## src/rtl/m_shift_sched_pkg.sv

```systemverilog
`default_nettype none
// +----------------------------------------------------------------------------+
// | Module      : m_shift_sched_pkg                                            |
// | Description : Shared types and helpers for the MArray shift scheduler:     |
// |               shifter modes, operand precisions, FSM encoding and the      |
// |               per-precision pass list lookup.                              |
// | Revision    : 1.0 - initial release                                        |
// +----------------------------------------------------------------------------+
package m_shift_sched_pkg;

  // Nibble significance of the shifted product: {weight nibble, activation nibble}
  typedef enum logic [1:0] {
    SM_LL = 2'b00,
    SM_LH = 2'b01,
    SM_HL = 2'b10,
    SM_HH = 2'b11
  } shift_mode_e;

  // Operand precision: weight x activation
  typedef enum logic [1:0] {
    P4x4 = 2'b00,
    P8x4 = 2'b01,
    P4x8 = 2'b10,
    P8x8 = 2'b11
  } prec_e;

  // Scheduler states
  localparam logic [1:0] c_st_idle  = 2'd0;
  localparam logic [1:0] c_st_run   = 2'd1;
  localparam logic [1:0] c_st_drain = 2'd2;
  localparam logic [1:0] c_st_done  = 2'd3;

  // Number of nibble passes one tile needs at a given precision
  function automatic logic [2:0] pass_count(input prec_e prec);
    case (prec)
      P4x4:       pass_count = 3'd1;
      P8x4, P4x8: pass_count = 3'd2;
      default:    pass_count = 3'd4;
    endcase
  endfunction

  // Shifter mode of pass number idx within a tile; the low-low pass is always first
  function automatic shift_mode_e pass_mode(input prec_e prec, input logic [1:0] idx);
    case (prec)
      P4x4:    pass_mode = SM_LL;
      P8x4:    pass_mode = idx[0] ? SM_HL : SM_LL;
      P4x8:    pass_mode = idx[0] ? SM_LH : SM_LL;
      default: pass_mode = shift_mode_e'(idx);
    endcase
  endfunction

endpackage
`default_nettype wire

```

## src/rtl/m_shift_sched_tag_delay.sv

```systemverilog
`default_nettype none
// +----------------------------------------------------------------------------+
// | Module      : m_shift_tag_delay                                            |
// | Description : Fixed-latency valid+tag shift register. Never stalls, so a   |
// |               tag launched on issue always reaches the accumulator stage;  |
// |               the asynchronous reset flushes every in-flight entry.        |
// | Revision    : 1.0 - initial release                                        |
// +----------------------------------------------------------------------------+
module m_shift_tag_delay #(
  parameter int W   = 2,
  parameter int LAT = 2
) (
  input  logic         clk,
  input  logic         rst_n,
  input  logic         in_valid,
  input  logic [W-1:0] in_tag,
  output logic         out_valid,
  output logic [W-1:0] out_tag
);

  logic [LAT-1:0]        r_vld;
  logic [LAT-1:0][W-1:0] r_tag;

  // Shift valid and tag one stage per cycle; stage 0 takes the new entry
  always_ff @(posedge clk or negedge rst_n) begin
    if (!rst_n) begin
      r_vld <= '0;
      r_tag <= '0;
    end else begin
      for (int i = LAT - 1; i > 0; i--) begin
        r_vld[i] <= r_vld[i-1];
        r_tag[i] <= r_tag[i-1];
      end
      r_vld[0] <= in_valid;
      r_tag[0] <= in_tag;
    end
  end

  assign out_valid = r_vld[LAT-1];
  assign out_tag   = r_tag[LAT-1];

endmodule
`default_nettype wire

```

## src/rtl/m_shift_sched.sv

```systemverilog
`default_nettype none
// +----------------------------------------------------------------------------+
// | Module      : m_shift_sched                                                |
// | Description : Shifter-stage sequencer. Walks the nibble-significance       |
// |               passes of every tile in a job, one pass per accepted cycle,  |
// |               and delays a {first,last} tag by the MAC+shift pipeline      |
// |               depth to drive accumulator clear/enable/last.                |
// | Revision    : 1.0 - initial release                                        |
// +----------------------------------------------------------------------------+
module m_shift_sched
  import m_shift_sched_pkg::*;
#(
  parameter int PIPE_LAT = 2,
  parameter int TILE_W   = 8
) (
  input  logic              clk,
  input  logic              rst_n,
  input  logic              cfg_valid,
  output logic              cfg_ready,
  input  logic [1:0]        cfg_prec,
  input  logic [TILE_W-1:0] cfg_tiles,
  input  logic              arr_ready,
  output logic              issue_valid,
  output logic [1:0]        shift_mode,
  output logic              acc_clear,
  output logic              acc_en,
  output logic              acc_last,
  output logic              tile_done,
  output logic              busy,
  output logic              done
);

  localparam int                c_dw        = $clog2(PIPE_LAT + 1);
  localparam logic [c_dw-1:0]   c_drain_end = c_dw'(PIPE_LAT - 1);
  localparam logic [c_dw-1:0]   c_drain_one = c_dw'(1);
  localparam logic [TILE_W-1:0] c_tile_one  = TILE_W'(1);

  logic [1:0]        r_state;
  logic [1:0]        w_state_nxt;
  prec_e             r_prec;
  logic [TILE_W-1:0] r_tiles;
  logic [TILE_W-1:0] r_tile_cnt;
  logic [1:0]        r_pass_idx;
  logic [c_dw-1:0]   r_drain_cnt;
  shift_mode_e       r_last_mode;

  shift_mode_e       w_cur_mode;
  logic [2:0]        w_npass;
  logic              w_pass_first;
  logic              w_pass_last;
  logic              w_tile_last;
  logic              w_accept;
  logic              w_fire;
  logic              w_tag_vld;
  logic [1:0]        w_tag;

  assign w_cur_mode   = pass_mode(r_prec, r_pass_idx);
  assign w_npass      = pass_count(r_prec);
  assign w_pass_first = (r_pass_idx == 2'd0);
  assign w_pass_last  = ({1'b0, r_pass_idx} == (w_npass - 3'd1));
  assign w_tile_last  = (r_tile_cnt == (r_tiles - c_tile_one));
  assign w_accept     = (r_state == c_st_idle) && cfg_valid;
  assign w_fire       = (r_state == c_st_run) && arr_ready;

  // State register
  always_ff @(posedge clk or negedge rst_n) begin
    if (!rst_n) r_state <= c_st_idle;
    else        r_state <= w_state_nxt;
  end

  // Next-state: empty jobs skip straight to DONE; the last pass of the last tile starts the drain
  always_comb begin
    w_state_nxt = r_state;
    case (r_state)
      c_st_idle:  if (cfg_valid) w_state_nxt = (cfg_tiles == '0) ? c_st_done : c_st_run;
      c_st_run:   if (w_fire && w_pass_last && w_tile_last) w_state_nxt = c_st_drain;
      c_st_drain: if (r_drain_cnt == c_drain_end) w_state_nxt = c_st_done;
      default:    w_state_nxt = c_st_idle;
    endcase
  end

  // Job latch, pass/tile counters, drain timer and the mode held while nothing is issued
  always_ff @(posedge clk or negedge rst_n) begin
    if (!rst_n) begin
      r_prec      <= P4x4;
      r_tiles     <= '0;
      r_tile_cnt  <= '0;
      r_pass_idx  <= 2'd0;
      r_drain_cnt <= '0;
      r_last_mode <= SM_LL;
    end else begin
      if (w_accept) begin
        r_prec     <= prec_e'(cfg_prec);
        r_tiles    <= cfg_tiles;
        r_tile_cnt <= '0;
        r_pass_idx <= 2'd0;
      end else if (w_fire) begin
        r_last_mode <= w_cur_mode;
        if (w_pass_last) begin
          r_pass_idx <= 2'd0;
          r_tile_cnt <= r_tile_cnt + c_tile_one;
        end else begin
          r_pass_idx <= r_pass_idx + 2'd1;
        end
      end
      if (r_state == c_st_drain) r_drain_cnt <= r_drain_cnt + c_drain_one;
      else                       r_drain_cnt <= '0;
    end
  end

  // State-decoded outputs; outside RUN the shifter keeps seeing the last issued mode
  always_comb begin
    cfg_ready   = (r_state == c_st_idle);
    issue_valid = (r_state == c_st_run);
    busy        = (r_state == c_st_run) || (r_state == c_st_drain);
    done        = (r_state == c_st_done);
    shift_mode  = (r_state == c_st_run) ? w_cur_mode : r_last_mode;
  end

  m_shift_tag_delay #(
    .W   (2),
    .LAT (PIPE_LAT)
  ) u_tag_delay (
    .clk       (clk),
    .rst_n     (rst_n),
    .in_valid  (w_fire),
    .in_tag    ({w_pass_first, w_pass_last}),
    .out_valid (w_tag_vld),
    .out_tag   (w_tag)
  );

  assign acc_en    = w_tag_vld;
  assign acc_clear = w_tag_vld & w_tag[1];
  assign acc_last  = w_tag_vld & w_tag[0];
  assign tile_done = acc_last;

endmodule
`default_nettype wire
```

## config.mk

```make
export PLATFORM = sky130hd
export DESIGN_NAME = m_shift_sched
export DESIGN_NICKNAME = d
export VERILOG_FILES = /design/src/rtl/m_shift_sched_pkg.sv /design/src/rtl/m_shift_sched_tag_delay.sv /design/src/rtl/m_shift_sched.sv
export SDC_FILE = /design/constraint.sdc
export NUM_CORES = 1
export LEC_CHECK = 0
export ABC_CLOCK_PERIOD_IN_PS = 3600
export BUFFER_PORTS_ARGS = -buffer_cell sky130_fd_sc_hd__buf_2
export CAP_MARGIN = 10
export CORE_AREA = 2 2 70 72
export CTS_BUF_LIST = sky130_fd_sc_hd__clkbuf_8 sky130_fd_sc_hd__clkbuf_16
export CTS_CLUSTER_DIAMETER = 200
export CTS_CLUSTER_SIZE = 12
export DETAILED_ROUTE_END_ITERATION = 12
export DIE_AREA = 0 0 72 74
export REMOVE_ABC_BUFFERS = 1
export SYNTH_ARGS = -nofsm -noshare
export SYNTH_HDL_FRONTEND = slang
export SYNTH_SLANG_ARGS = --single-unit
export TNS_END_PERCENT = 100
```

## constraint.sdc

```tcl
create_clock -name clk -period 3.6 [get_ports clk]
set_clock_uncertainty 0.05 [all_clocks]
set_input_delay 0.18 -clock clk [delete_from_list [all_inputs] [get_ports clk]]
set_output_delay 0.18 -clock clk [all_outputs]
set_load 0.02 [all_outputs]
```

==> out/qor.txt <==
status - finished, final reports clean
first-pass GRT wire length - 5960 um
Fillers - 462
ANT cells - 0
clk_lat worst skew - 0.29 ns
drt first pass iters - 4
vias per inst - 4.91
CTS tree - done
CP Launch Type - register
via count - 1317
post-synthesis sequential area ratio - 45.5%
CP Max Fanout - 8
Netlist cell types - 39
antenna violations before repair - 0
Sw Ratio - 40.6%
NumNets Final - 236
Max rail drop VDD - 346 uV
Design Power - 1.68 mW
Worst-path clk slew - 0.07 ns
period utilization - 65.6%
Crit. Startpoint - r_state[1]$_DFFE_PN0P_
IO Port Bufs - 23
post-route ant nets - 0
Slew Viols, Final - 0
clock buffer depth - 2
pre-CTS setup slack - 1.29 ns
CTS Buf Count - 5
drt wl/cell - 12.9 um
Final Hold Fails - 0
Worst-Margin Slew - 0.725 ns
power per cell area - 825 nW/um2
row count - 25
share of cells above drive strength 1 - 20.6%
commonest non-fill, non-tap cell in the layout - nand2_1
Max Clock Freq - 423 MHz
combinational fraction of design power - 42.3%
Worst Path Arrival - 2.48 ns
largest net degree at the start of global routing - 33
area grow syn2layout - 16.0%
Setup Viol. Count Final - 0
worst path required time - 3.72 ns
fin crit period - 2.36 ns
leakage power - 0.975 nW
synthesized flop and latch total - 32
die area - 5330 um2
Slew Limit Headroom - 51.7%
Async S/R FF share, synth - 100%
Tot GR Track Use - 14.9%
PnR worst setup slack - 1.24 ns
Setup crit end kind - register
Main synth FF type - dfrtp_1
r2r startpoint - r_state[1]$_DFFE_PN0P_
final WL - 3450 um
internal power - 1.00 mW
Iteration-0 DRC Markers - 77
io pins - 24
leading area contributor after synthesis - dfrtp_1
RSZ-0062 raised after global routing - no
Core ar. - 4600 um2
most frequent cells in the layout - 35 x nand2_1, 32 x dfrtp_1, 23 x buf_2, 17 x nor2_1, 12 x inv_1
total negative slack - 0 ns
number of flops mapped to enable cells by yosys - 0
gr ovfl total - 0
Post-Syn Area - 1760 um2
detailed placement HPWL - 2580 um
clk sinks - 32
hold path start - cfg_prec[1]
Synth top area share - 45.5%
die height - 74 um
Post-Synthesis Cells - 186
HP Class - input pin to register
Placer Congestion - 0.794
DP Area - 1920 um2
max_cap viols - 0
depth of the CTS H-tree - 2
Sequential Power Share - 37.2%
Root Buffer Master - clkbuf_8
vias in the first global route - 1306
Synthesis Warnings - 0
effective utilization at floorplan - 38.3%
power share of the clock group - 20.5%
fin area - 2040 um2
P_sw - 0.684 mW
final routed DRC violation total - 0
Die X-Extent - 72 um
Mean Syn Cell Area - 9.46 um2
Area contributors post-synth - dfrtp_1 45%, nand2_1 7.5%, ha_1 6.4%
final core utilization - 44.4%
kind of critical path - register to register
==> layout make-up <==
type / count / area (um2) / area share, %
clock inverter: 3 / 42.5 / 2.08
inverter: 12 / 45.0 / 2.21
tap: 54 / 67.6 / 3.31
clock buffer: 5 / 68.8 / 3.37
timing repair buffer: 25 / 133 / 6.50
multi-input combinational: 137 / 885 / 43.3
sequential: 32 / 801 / 39.2
==> final timing paths <==
kind | to | slack (ns) | depth (start not counted)
worst min register to register | u_tag_delay.out_tag[1]$_DFF_PN0_ | 0.30 | 0
min in group asynchronous | r_drain_cnt[1]$_DFF_PN0_ | 0.44 | 2
max in group asynchronous | r_pass_idx[0]$_DFFE_PN0P_ | 2.59 | 2
worst min-delay path | r_prec[1]$_DFFE_PN0P_ | 0.03 | 3
worst max register to register | r_state[1]$_DFFE_PN0P_ | 1.24 | 7
worst max-delay path | r_state[1]$_DFFE_PN0P_ | 1.24 | 7
==> worst max-delay path, cell delays in order (launching register included) <==
cell and delay [ns]:
dfrtp_1 0.42, inv_1 0.10, ha_1 0.33, nand2_1 0.24, nor2_2 0.27, nand4_1 0.19, a211oi_2 0.30, mux2_1 0.35
==> power groups by stage <==
stage | clock network (mW) | registers [mW] | logic, mW
detailed placement | 0 | 0.634 | 0.722
finish | 0.346 | 0.626 | 0.713
global route | 0.371 | 0.649 | 0.822
floorplan | 0 | 0.601 | 0.560
global placement | 0 | 0.632 | 0.718
CTS | 0.358 | 0.627 | 0.726
==> cell families (layout without fill, tap and decap cells) <==
family	count (synthesis)	count (layout)	synth area share [%]
fa+ha+maj	9	9	6.40
xor+xnor	17	17	8.46
buf+inv	17	45	4.26
compound gates	19	19	7.39
simple gates	89	89	26.1
flops	32	32	45.5
mux	3	3	1.92
==> synthesized netlist by cell type, drive strengths merged, types with 2 or more instances <==
library cell,instances
nand3,6
nor2b,2
nand4,5
inv,12
ha,9
and2,5
xnor2,11
xor2,6
nand3b,2
dfrtp,32
o21ai,8
nor3,6
buf,2
nor4,3
nand2,35
a21oi,4
a211oi,2
nor2,18
mux2,3
clkbuf,3
==> registers in the layout (all words and copies together), names as in the netlist <==
| name | cells |
|---|---|
| r_state | 2 |
| r_pass_idx | 2 |
| r_drain_cnt | 2 |
| u_tag_delay.r_vld | 2 |
| u_tag_delay.r_tag | 2 |
| r_tiles | 8 |
| r_last_mode | 2 |
| u_tag_delay.out_tag | 2 |
| r_prec | 2 |
| r_tile_cnt | 8 |
==> metrics by stage <==
| step | instances | hold WS (ns) |
|---|---|---|
| after floorplan | 181 | -0.166 |
| after global placement | 259 | 0.221 |
| after detailed placement | 259 | 0.243 |
| after CTS | 268 | 0.0204 |
| after global routing | 268 | 0.0472 |
| final | 268 | 0.0297 |
==> layer usage <==
layer / routed length (um) / vias up / track usage [%]
met5: 0 / - / 0
met3: 104 / 6 / 3.66
met2: 1670 / 14 / 24.6
li1: - / 676 / -
met1: 1620 / 621 / 18.7
met4: 61 / 0 / 6.29
==> timing repair <==
item / in CTS / in global routing
setup buffers: 0 / 0
hold buffers: 1 / 0
endpoints found under the hold margin: 32 / 0
gates resized for setup: 0 / 0
No activity file was read; power rests on OpenSTA's default activity.
